$ cat config.mk
export PLATFORM = sky130hd
export DESIGN_NAME = multicycle_ctrl_flat
export DESIGN_NICKNAME = d
export VERILOG_FILES = /design/src/rtl/mc_pkg.sv /design/src/rtl/mc_if.sv /design/src/rtl/mc_decode.sv /design/src/rtl/multicycle_ctrl.sv /design/src/flat_wrapper.sv
export SDC_FILE = /design/constraint.sdc
export NUM_CORES = 1
export LEC_CHECK = 0
export CAP_MARGIN = 10
export CORE_ASPECT_RATIO = 0.9
export CORE_UTILIZATION = 44
export CTS_CLUSTER_SIZE = 14
export DETAILED_ROUTE_END_ITERATION = 12
export GPL_TIMING_DRIVEN = 0
export PLACE_DENSITY = 0.91
export SETUP_SLACK_MARGIN = 0.5
export SKIP_CTS_REPAIR_TIMING = 1
export SYNTH_ARGS = -nofsm -noshare
export SYNTH_HDL_FRONTEND = slang
export SYNTH_HIERARCHICAL = 1
export SYNTH_SLANG_ARGS = --single-unit
$ cat constraint.sdc
create_clock -name clk -period 16.5 [get_ports clk]
set_input_delay 4.95 -clock clk [delete_from_list [all_inputs] [get_ports clk]]
set_output_delay 4.95 -clock clk [all_outputs]
set_load 0.01 [all_outputs]
$ cat src/rtl/mc_pkg.sv
`default_nettype none
// ============================================================================
//  Module   : mc_pkg
//  Brief    : Shared encodings for the multi-cycle MIPS controller: FSM
//             states, opcode/funct constants, datapath mux selects and the
//             instruction-class bundle produced by the decoder.
//  Revision : 1.0  initial release
// ============================================================================
package mc_pkg;

  // FSM states; the code values are visible on the debug state port
  typedef enum logic [2:0] {
    S_FETCH  = 3'd0,
    S_DECODE = 3'd1,
    S_EXEC   = 3'd2,
    S_MEM    = 3'd3,
    S_WB     = 3'd4
  } state_t;

  // Primary opcodes (IR[31:26])
  localparam logic [5:0] c_OP_RTYPE = 6'b000000;
  localparam logic [5:0] c_OP_ORI   = 6'b001101;
  localparam logic [5:0] c_OP_ADDI  = 6'b001000;
  localparam logic [5:0] c_OP_LW    = 6'b100011;
  localparam logic [5:0] c_OP_LB    = 6'b100000;
  localparam logic [5:0] c_OP_SW    = 6'b101011;
  localparam logic [5:0] c_OP_BEQ   = 6'b000100;
  localparam logic [5:0] c_OP_BGTZ  = 6'b000111;
  localparam logic [5:0] c_OP_LUI   = 6'b001111;
  localparam logic [5:0] c_OP_J     = 6'b000010;
  localparam logic [5:0] c_OP_JAL   = 6'b000011;

  // R-type function codes (IR[5:0])
  localparam logic [5:0] c_FN_ADD  = 6'b100000;
  localparam logic [5:0] c_FN_SUB  = 6'b100010;
  localparam logic [5:0] c_FN_SLL  = 6'b000000;
  localparam logic [5:0] c_FN_JR   = 6'b001000;
  localparam logic [5:0] c_FN_JALR = 6'b001001;

  // ALU operation select
  localparam logic [2:0] c_ALU_ADD   = 3'd0;
  localparam logic [2:0] c_ALU_SUB   = 3'd1;
  localparam logic [2:0] c_ALU_OR    = 3'd2;
  localparam logic [2:0] c_ALU_SLL   = 3'd3;
  localparam logic [2:0] c_ALU_PASSB = 3'd4;

  // Immediate extender mode
  localparam logic [1:0] c_EXT_ZERO = 2'd0;
  localparam logic [1:0] c_EXT_SIGN = 2'd1;
  localparam logic [1:0] c_EXT_LUI  = 2'd2;

  // GRF write-address select
  localparam logic [1:0] c_DST_RT = 2'd0;
  localparam logic [1:0] c_DST_RD = 2'd1;
  localparam logic [1:0] c_DST_RA = 2'd2;

  // GRF write-data select
  localparam logic [1:0] c_M2R_ALU  = 2'd0;
  localparam logic [1:0] c_M2R_WORD = 2'd1;
  localparam logic [1:0] c_M2R_BYTE = 2'd2;
  localparam logic [1:0] c_M2R_PC4  = 2'd3;

  // Next-PC select
  localparam logic [1:0] c_NPC_PC4 = 2'd0;
  localparam logic [1:0] c_NPC_BR  = 2'd1;
  localparam logic [1:0] c_NPC_J   = 2'd2;
  localparam logic [1:0] c_NPC_REG = 2'd3;

  // One-hot instruction classes; at most one bit is set for a legal encoding
  typedef struct packed {
    logic add;
    logic sub;
    logic sll;
    logic jr;
    logic jalr;
    logic ori;
    logic addi;
    logic lui;
    logic lw;
    logic lb;
    logic sw;
    logic beq;
    logic bgtz;
    logic j;
    logic jal;
  } iclass_t;

  // Instructions that compute in the ALU and write the result back
  function automatic logic f_is_alu(input iclass_t c);
    return c.add | c.sub | c.sll | c.ori | c.addi | c.lui;
  endfunction

endpackage : mc_pkg
`default_nettype wire

$ cat src/rtl/mc_if.sv
`default_nettype none
// ============================================================================
//  Module   : mc_if
//  Brief    : Bundle between the multi-cycle controller and the datapath:
//             IR fields and condition flags in, enables and mux selects out.
//  Revision : 1.0  initial release
// ============================================================================
interface mc_if;
  logic [5:0] opcode;
  logic [5:0] funct;
  logic       zero;
  logic       gtz;
  logic       mem_ready;

  logic       pc_write;
  logic       ir_write;
  logic       reg_write;
  logic       mem_read;
  logic       mem_write;
  logic [2:0] alu_control;
  logic       alu_src;
  logic [1:0] ext_op;
  logic [1:0] reg_dst;
  logic [1:0] mem2reg;
  logic [1:0] npc_sel;
  logic       illegal;
  logic       retire;
  logic [2:0] state;

  // Controller side
  modport master (
    input  opcode, funct, zero, gtz, mem_ready,
    output pc_write, ir_write, reg_write, mem_read, mem_write,
           alu_control, alu_src, ext_op, reg_dst, mem2reg, npc_sel,
           illegal, retire, state
  );

  // Datapath side
  modport slave (
    output opcode, funct, zero, gtz, mem_ready,
    input  pc_write, ir_write, reg_write, mem_read, mem_write,
           alu_control, alu_src, ext_op, reg_dst, mem2reg, npc_sel,
           illegal, retire, state
  );
endinterface : mc_if
`default_nettype wire

$ cat src/rtl/mc_decode.sv
`default_nettype none
// ============================================================================
//  Module   : mc_decode
//  Brief    : Pure combinational opcode/funct decoder producing one-hot
//             instruction classes and an illegal-encoding flag.
//  Revision : 1.0  initial release
// ============================================================================
module mc_decode
  import mc_pkg::*;
(
  input  wire logic [5:0] i_opcode,
  input  wire logic [5:0] i_funct,
  output iclass_t         o_class,
  output logic            o_illegal
);

  // funct only matters for R-type; everything else decodes on opcode alone
  always_comb begin
    o_class = '0;
    if (i_opcode == c_OP_RTYPE) begin
      case (i_funct)
        c_FN_ADD:  o_class.add  = 1'b1;
        c_FN_SUB:  o_class.sub  = 1'b1;
        c_FN_SLL:  o_class.sll  = 1'b1;
        c_FN_JR:   o_class.jr   = 1'b1;
        c_FN_JALR: o_class.jalr = 1'b1;
        default:   o_class      = '0;
      endcase
    end else begin
      case (i_opcode)
        c_OP_ORI:  o_class.ori  = 1'b1;
        c_OP_ADDI: o_class.addi = 1'b1;
        c_OP_LW:   o_class.lw   = 1'b1;
        c_OP_LB:   o_class.lb   = 1'b1;
        c_OP_SW:   o_class.sw   = 1'b1;
        c_OP_BEQ:  o_class.beq  = 1'b1;
        c_OP_BGTZ: o_class.bgtz = 1'b1;
        c_OP_LUI:  o_class.lui  = 1'b1;
        c_OP_J:    o_class.j    = 1'b1;
        c_OP_JAL:  o_class.jal  = 1'b1;
        default:   o_class      = '0;
      endcase
    end
  end

  assign o_illegal = (o_class == '0);

endmodule : mc_decode
`default_nettype wire

$ cat src/rtl/multicycle_ctrl.sv
`default_nettype none
// ============================================================================
//  Module   : multicycle_ctrl
//  Brief    : Multi-cycle control FSM for the MIPS datapath. The state is the
//             only register; all controls are decoded from the state, the IR
//             fields and the condition inputs. Data-memory accesses wait on
//             mem_ready.
//  Revision : 1.0  initial release
// ============================================================================
module multicycle_ctrl (
  input  wire logic clk,
  input  wire logic reset,
  mc_if.master      bus
);
  import mc_pkg::*;

  state_t     r_state;
  state_t     w_next;
  iclass_t    w_cls;
  logic       w_illegal_enc;
  logic       w_is_alu;
  logic       w_is_load;
  logic       w_is_mem;

  // Class-dependent ALU/extender setup
  logic [2:0] w_cls_alu;
  logic       w_cls_src;
  logic [1:0] w_cls_ext;

  // Unmasked strobes and selects from the state decode
  logic       w_pc_write;
  logic       w_ir_write;
  logic       w_reg_write;
  logic       w_mem_read;
  logic       w_mem_write;
  logic       w_illegal;
  logic       w_retire;
  logic [2:0] w_alu;
  logic       w_src;
  logic [1:0] w_ext;
  logic [1:0] w_dst;
  logic [1:0] w_m2r;
  logic [1:0] w_npc;

  mc_decode u_decode (
    .i_opcode  (bus.opcode),
    .i_funct   (bus.funct),
    .o_class   (w_cls),
    .o_illegal (w_illegal_enc)
  );

  assign w_is_alu  = f_is_alu(w_cls);
  assign w_is_load = w_cls.lw | w_cls.lb;
  assign w_is_mem  = w_is_load | w_cls.sw;

  // ALU operation, B-operand source and extender mode for each class
  always_comb begin
    w_cls_alu = c_ALU_ADD;
    w_cls_src = 1'b0;
    w_cls_ext = c_EXT_ZERO;
    if (w_cls.sub | w_cls.beq) begin
      w_cls_alu = c_ALU_SUB;
    end else if (w_cls.sll) begin
      w_cls_alu = c_ALU_SLL;
    end else if (w_cls.ori) begin
      w_cls_alu = c_ALU_OR;
      w_cls_src = 1'b1;
    end else if (w_cls.addi | w_is_mem) begin
      w_cls_alu = c_ALU_ADD;
      w_cls_src = 1'b1;
      w_cls_ext = c_EXT_SIGN;
    end else if (w_cls.lui) begin
      w_cls_alu = c_ALU_PASSB;
      w_cls_src = 1'b1;
      w_cls_ext = c_EXT_LUI;
    end
  end

  // Next state and per-state controls; ALU setup is held from EXEC through
  // MEM/WB because the datapath has no ALU output register
  always_comb begin
    w_next      = S_FETCH;
    w_pc_write  = 1'b0;
    w_ir_write  = 1'b0;
    w_reg_write = 1'b0;
    w_mem_read  = 1'b0;
    w_mem_write = 1'b0;
    w_illegal   = 1'b0;
    w_retire    = 1'b0;
    w_alu       = c_ALU_ADD;
    w_src       = 1'b0;
    w_ext       = c_EXT_ZERO;
    w_dst       = c_DST_RT;
    w_m2r       = c_M2R_ALU;
    w_npc       = c_NPC_PC4;

    case (r_state)
      S_FETCH: begin
        w_ir_write = 1'b1;
        w_pc_write = 1'b1;
        w_npc      = c_NPC_PC4;
        w_next     = S_DECODE;
      end

      S_DECODE: begin
        if (w_illegal_enc) begin
          w_illegal = 1'b1;
          w_retire  = 1'b1;
          w_next    = S_FETCH;
        end else if (w_cls.j) begin
          w_pc_write = 1'b1;
          w_npc      = c_NPC_J;
          w_retire   = 1'b1;
          w_next     = S_FETCH;
        end else if (w_cls.jr) begin
          w_pc_write = 1'b1;
          w_npc      = c_NPC_REG;
          w_retire   = 1'b1;
          w_next     = S_FETCH;
        end else if (w_cls.jal | w_cls.jalr) begin
          w_next = S_WB;
        end else begin
          w_next = S_EXEC;
        end
      end

      S_EXEC: begin
        w_alu = w_cls_alu;
        w_src = w_cls_src;
        w_ext = w_cls_ext;
        if (w_is_mem) begin
          w_next = S_MEM;
        end else if (w_cls.beq) begin
          w_pc_write = bus.zero;
          w_npc      = c_NPC_BR;
          w_retire   = 1'b1;
          w_next     = S_FETCH;
        end else if (w_cls.bgtz) begin
          w_pc_write = bus.gtz;
          w_npc      = c_NPC_BR;
          w_retire   = 1'b1;
          w_next     = S_FETCH;
        end else if (w_is_alu) begin
          w_next = S_WB;
        end else begin
          // IR no longer holds an EXEC-class instruction; abandon it
          w_retire = 1'b1;
          w_next   = S_FETCH;
        end
      end

      S_MEM: begin
        w_alu       = w_cls_alu;
        w_src       = w_cls_src;
        w_ext       = w_cls_ext;
        w_mem_read  = w_is_load;
        w_mem_write = w_cls.sw;
        if (!w_is_mem) begin
          w_retire = 1'b1;
          w_next   = S_FETCH;
        end else if (!bus.mem_ready) begin
          w_next = S_MEM;
        end else if (w_cls.sw) begin
          w_retire = 1'b1;
          w_next   = S_FETCH;
        end else begin
          w_next = S_WB;
        end
      end

      S_WB: begin
        w_reg_write = 1'b1;
        w_retire    = 1'b1;
        w_next      = S_FETCH;
        if (w_cls.jal) begin
          w_dst      = c_DST_RA;
          w_m2r      = c_M2R_PC4;
          w_pc_write = 1'b1;
          w_npc      = c_NPC_J;
        end else if (w_cls.jalr) begin
          w_dst      = c_DST_RD;
          w_m2r      = c_M2R_PC4;
          w_pc_write = 1'b1;
          w_npc      = c_NPC_REG;
        end else if (w_is_load) begin
          w_dst = c_DST_RT;
          w_m2r = w_cls.lb ? c_M2R_BYTE : c_M2R_WORD;
        end else begin
          w_alu = w_cls_alu;
          w_src = w_cls_src;
          w_ext = w_cls_ext;
          w_dst = (w_cls.add | w_cls.sub | w_cls.sll) ? c_DST_RD : c_DST_RT;
          w_m2r = c_M2R_ALU;
        end
      end

      // Unused codes recover to FETCH with no writes and nothing retired
      default: begin
        w_next = S_FETCH;
      end
    endcase
  end

  // State register; reset restarts at FETCH and abandons any access
  always_ff @(posedge clk) begin
    if (reset) begin
      r_state <= S_FETCH;
    end else begin
      r_state <= w_next;
    end
  end

  // Strobes are suppressed during reset; selects are harmless and pass through
  assign bus.pc_write    = w_pc_write  & ~reset;
  assign bus.ir_write    = w_ir_write  & ~reset;
  assign bus.reg_write   = w_reg_write & ~reset;
  assign bus.mem_read    = w_mem_read  & ~reset;
  assign bus.mem_write   = w_mem_write & ~reset;
  assign bus.illegal     = w_illegal   & ~reset;
  assign bus.retire      = w_retire    & ~reset;
  assign bus.alu_control = w_alu;
  assign bus.alu_src     = w_src;
  assign bus.ext_op      = w_ext;
  assign bus.reg_dst     = w_dst;
  assign bus.mem2reg     = w_m2r;
  assign bus.npc_sel     = w_npc;
  assign bus.state       = r_state;

endmodule : multicycle_ctrl
`default_nettype wire

$ cat src/flat_wrapper.sv
// flat-port wrapper written by rule: the top's interface ports become plain ports
module multicycle_ctrl_flat import mc_pkg::*;
  (clk, reset, bus_opcode, bus_funct, bus_zero, bus_gtz, bus_mem_ready, bus_pc_write, bus_ir_write, bus_reg_write, bus_mem_read, bus_mem_write, bus_alu_control, bus_alu_src, bus_ext_op, bus_reg_dst, bus_mem2reg, bus_npc_sel, bus_illegal, bus_retire, bus_state);
  mc_if bus_i ();
  input  wire logic clk;
  input  wire logic reset;
  input wire logic [$bits(bus_i.opcode)-1:0] bus_opcode;
  input wire logic [$bits(bus_i.funct)-1:0] bus_funct;
  input wire logic [$bits(bus_i.zero)-1:0] bus_zero;
  input wire logic [$bits(bus_i.gtz)-1:0] bus_gtz;
  input wire logic [$bits(bus_i.mem_ready)-1:0] bus_mem_ready;
  output wire logic [$bits(bus_i.pc_write)-1:0] bus_pc_write;
  output wire logic [$bits(bus_i.ir_write)-1:0] bus_ir_write;
  output wire logic [$bits(bus_i.reg_write)-1:0] bus_reg_write;
  output wire logic [$bits(bus_i.mem_read)-1:0] bus_mem_read;
  output wire logic [$bits(bus_i.mem_write)-1:0] bus_mem_write;
  output wire logic [$bits(bus_i.alu_control)-1:0] bus_alu_control;
  output wire logic [$bits(bus_i.alu_src)-1:0] bus_alu_src;
  output wire logic [$bits(bus_i.ext_op)-1:0] bus_ext_op;
  output wire logic [$bits(bus_i.reg_dst)-1:0] bus_reg_dst;
  output wire logic [$bits(bus_i.mem2reg)-1:0] bus_mem2reg;
  output wire logic [$bits(bus_i.npc_sel)-1:0] bus_npc_sel;
  output wire logic [$bits(bus_i.illegal)-1:0] bus_illegal;
  output wire logic [$bits(bus_i.retire)-1:0] bus_retire;
  output wire logic [$bits(bus_i.state)-1:0] bus_state;
  assign bus_i.opcode = bus_opcode;
  assign bus_i.funct = bus_funct;
  assign bus_i.zero = bus_zero;
  assign bus_i.gtz = bus_gtz;
  assign bus_i.mem_ready = bus_mem_ready;
  assign bus_pc_write = bus_i.pc_write;
  assign bus_ir_write = bus_i.ir_write;
  assign bus_reg_write = bus_i.reg_write;
  assign bus_mem_read = bus_i.mem_read;
  assign bus_mem_write = bus_i.mem_write;
  assign bus_alu_control = bus_i.alu_control;
  assign bus_alu_src = bus_i.alu_src;
  assign bus_ext_op = bus_i.ext_op;
  assign bus_reg_dst = bus_i.reg_dst;
  assign bus_mem2reg = bus_i.mem2reg;
  assign bus_npc_sel = bus_i.npc_sel;
  assign bus_illegal = bus_i.illegal;
  assign bus_retire = bus_i.retire;
  assign bus_state = bus_i.state;
  multicycle_ctrl u_core (.clk(clk), .reset(reset), .bus(bus_i));
endmodule
# After elaboration in Yosys (flattened, before gate mapping)
# Index checks and enable logic that the tools add are counted.
[classes]
n_eq_ne = 18
muxes = 98
n_bitwise = 18
reduce_logical = 5
[ops]
columns = ["cell", "n"]
rows = [
  ["2-to-1 mux 3 bit", 19],
  ["2-to-1 mux 2 bit", 24],
  ["2-to-1 mux 1 bit", 47],
  ["== test 6 x 4 -> 1 bit, second input constant", 5],
  ["== test 6 bit, second input constant", 5],
  ["logical NOT 15 bit", 1],
  ["2-to-1 mux 15 bit", 1],
  ["== test 6 x 2 -> 1 bit, second input constant", 2],
  ["== test 6 x 3 -> 1 bit, second input constant", 2],
  ["logical NOT 6 bit", 2],
  ["one-hot mux 3 bit (4 select lines)", 1],
  ["bitwise OR 1 bit", 10],
  ["one-hot mux 1 bit (4 select lines)", 2],
  ["AND 1 bit", 7],
  ["== test 3 x 2 -> 1 bit, second input constant", 2],
  ["one-hot mux 2 bit (3 select lines)", 1],
  ["one-hot mux 3 bit (2 select lines)", 1],
  ["one-hot mux 2 bit (2 select lines)", 1],
  ["== test 3 x 1 -> 1 bit, second input constant", 1],
  ["== test 3 bit, second input constant", 1],
  ["logical NOT 3 bit", 1],
  ["one-hot mux 1 bit (2 select lines)", 1],
  ["OR reduction 2 bit", 1],
  ["inverter 1 bit", 1],
]
[totals]
reg_bits = 3
inputBits = 17
out_inout_bits = 22
word_cells = 140

# Logic depth before layout (Yosys ltp)
[depth]
depth_word = 14
ltp_mapped = 10
ltp_nobuf = 8

# Modules after synthesis
# The synthesis kept the hierarchy.
[by_module_without_submodules]
columns = ["mod", "n_inst", "cells_per_inst", "area_per_inst_um2", "seq_area_each_um2"]
rows = [
  ["multicycle_ctrl", 1, 74, 496.7, 60.1],
  ["mc_decode", 1, 52, 310.3, 0.0],
]

# Least setup slack after synthesis
# Ideal clock, no wire load.
[synth_path]
kind = "in2out"
start = "in bus_opcode[5]"
end = "out bus_ext_op[1]"
arrival_time_ns = 7.470
required_time_ns = 11.550
setup_slack_ns = 4.080
stages = 9
cell_sequence = "or4_4 > or4_4 > or3b_1 > nor3_1 > nor2_1 > a31oi_1 > nand2b_1 > nor3_1 > buf_4"
[synth_rtl]
columns = ["item", "line_no", "source"]
rows = [
  ["start: declaration", "flat_wrapper.sv:7", "input wire logic [$bits(bus_i.opcode)-1:0] bus_opcode;"],
  ["end: declaration", "flat_wrapper.sv:19", "output wire logic [$bits(bus_i.ext_op)-1:0] bus_ext_op;"],
]

==> impl_metrics.ini <==
[place]
io_buffer_count = 35
dpl.hpwl_um = 2020
dp_cells = 185
gp_congestion = 0.969

[logic_synthesis]
yosysTopAreaCell = nor2_1
synth_seq_cells = 3
synth_async_sr_flop_share = 0
synth-edff-count = 0
synth.distinct_cells = 47
synth_area_leaders = nor2_1, dfxtp_1, nor3_1, nand2_1, nor4_1
synth_most_common_cell = nor2_1
yosysWarnings = 6
avgSynthCellArea_um2 = 6.40
seq_area_frac_synth = 0.0744
yosysTopAreaCellShare = 0.107
synthTopCellsByCount = nor2_1, nand2_1, nor3_1
synth_cells = 126
syn-num-nets = 143
syn_area_um2 = 807
synth_ff_type = dfxtp_1

[worst_setup_path]
cp-end-kind = primary output
crit_required_ns = 11.55
r2r_cells = 3
worstSetupStartpointType = primary input
cp.arrival_ns = 8.78
path_max_fanout = 7
crit_type = primary input to primary output

[die]
fp.dieW_um = 47.1
core-area_um2 = 1700
io_pins = 39
dieArea_um2 = 2010
die_h_um = 42.6
row_count = 14
initial_utilization = 0.475

[cells_and_area]
fin_util = 0.714
largest_reg_flops = 3
area_growth_pct = 50.4
stdcell_count = 189
num_antenna_cells = 0
fill_cells = 156
drive_gt1_frac = 0.0848
final_nets = 183
multiInputGateArea_um2 = 679
register_area_um2 = 60.1

[global_routing]
globalRouteTotalUtil = 0.267
grt_max_degree = 11
antenna_found_initial = 0
overflow = 0
grt_pass1_vias = 971
grt_pass1_wl_um = 4050

[routing]
drt_iter0_markers = 41
via_per_inst = 6.09
ant_nets = 0
wl_per_cell_um = 13.6
drc = 0
wl_um = 2570
dr.pass1.iters = 4
num_vias = 1151

[sta]
fin_crit_ns = 13.73
fin_tns_setup_ns = 0
max_slew_margin = 0.597
setup_viol = 0
hold_viol_final = 0
hold_slack_ns = 0.697
skew_ns = 0.00242
maxSlewViolCount = 0
rsz0062_at_grt = no
timing.fmax_mhz = 72.9
worst_pin_slew_ns = 0.596
min_period_over_period = 0.832

[clock_network]
cts-root-buf = clkbuf_4
cts.sinks = 3
cts_tree = done
htreeDepth = 1
insertion_delay_ns = 0.23
numCtsBuffers = 3
clockBufferDepth = 2
clk_pin_slew_ns = 0.04

[pwr]
power_leakage_nw = 0.417
ir_worst_vdd_mv = 0.0550
cellPowerDensity_nw_per_um2 = 31.0
power_mw = 0.0376

[min_path]
holdPathStages = 3
hp-class = register to register

[outcome]
status = complete, no violations

[job]
maxCapViolCount = 0
## where the power goes
part | internal, mW | total (mW) | leakage [nW] | switching [mW]
registers | 0.00756 | 0.00824 | 0.0245 | 0.000674
clock network | 0.00907 | 0.0130 | 0.0150 | 0.00395
logic | 0.00833 | 0.0163 | 0.378 | 0.00800
## layout by cell type (no fill, tap or decap), types with 3 or more instances in the layout
cell type / instances
a21oi_1: 4
nor4_1: 6
nor3_1: 12
inv_1: 3
clkbuf_4: 3
nor2_1: 23
clkbuf_1: 6
nand2b_1: 3
nand2_1: 12
o21ai_0: 3
dfxtp_1: 3
nand4_1: 3
clkdlybuf4s50_1: 35
## area by class of cell
class	count	share of cell area
plain buffers	9	0.0464
clock buffers	4	0.0216
inverters	3	0.00928
multi-input cells	111	0.560
flip-flops and latches	3	0.0495
well taps	24	0.0247
repair buffers	35	0.289
## layer usage
| layer | vias up | share of wire | track usage | routed length [µm] |
|---|---|---|---|---|
| met1 | 529 | 0.44 | 0.381 | 1130 |
| met4 | 0 | 0.0058 | 0.0400 | 15 |
| met2 | 62 | 0.47 | 0.417 | 1210 |
| met5 | - | 0 | 0 | 0 |
| met3 | 4 | 0.085 | 0.0517 | 218 |
| li1 | 556 | - | - | - |
## cell families after synthesis
family                    after synthesis  share of synthesized area
AOI/OAI and AO/OA                      24                      0.220
and+or+nand+nor                        86                      0.611
buffers and inverters                  12                     0.0837
xor gates and xnor gates                1                     0.0109
DFF                                     3                     0.0744
## worst paths after layout
kind,from,end,slack [ns]
worst max register to register,u_core/bus.state[0]$_SDFF_PP0_,u_core/bus.state[1]$_SDFF_PP0_,15.28
worst min-delay path,u_core/bus.state[2]$_SDFF_PP0_,u_core/bus.state[0]$_SDFF_PP0_,0.70
worst min register to register,u_core/bus.state[2]$_SDFF_PP0_,u_core/bus.state[0]$_SDFF_PP0_,0.70
worst max-delay path,bus_opcode[3],bus_ext_op[1],2.77
## per-stage QoR
stage	worst slack (ns)	area, µm²
3_3_place_gp	2.82	1190
4_1_cts	2.81	1210
2_1_floorplan	4.08	807
6_report	2.77	1210
3_5_place_dp	2.81	1190
5_1_grt	2.49	1210
## worst max-delay path, cell delays in order
cell,delay (ns)
clkdlybuf4s50_1,0.53
or4_4,0.55
or4_4,0.51
or3b_1,0.38
nor3_1,0.48
nor2_1,0.19
a31oi_1,0.30
nand2b_1,0.19
nor3_1,0.08
buf_4,0.15
clkdlybuf4s50_1,0.47
Note: power is estimated with default switching activity, not from simulation.
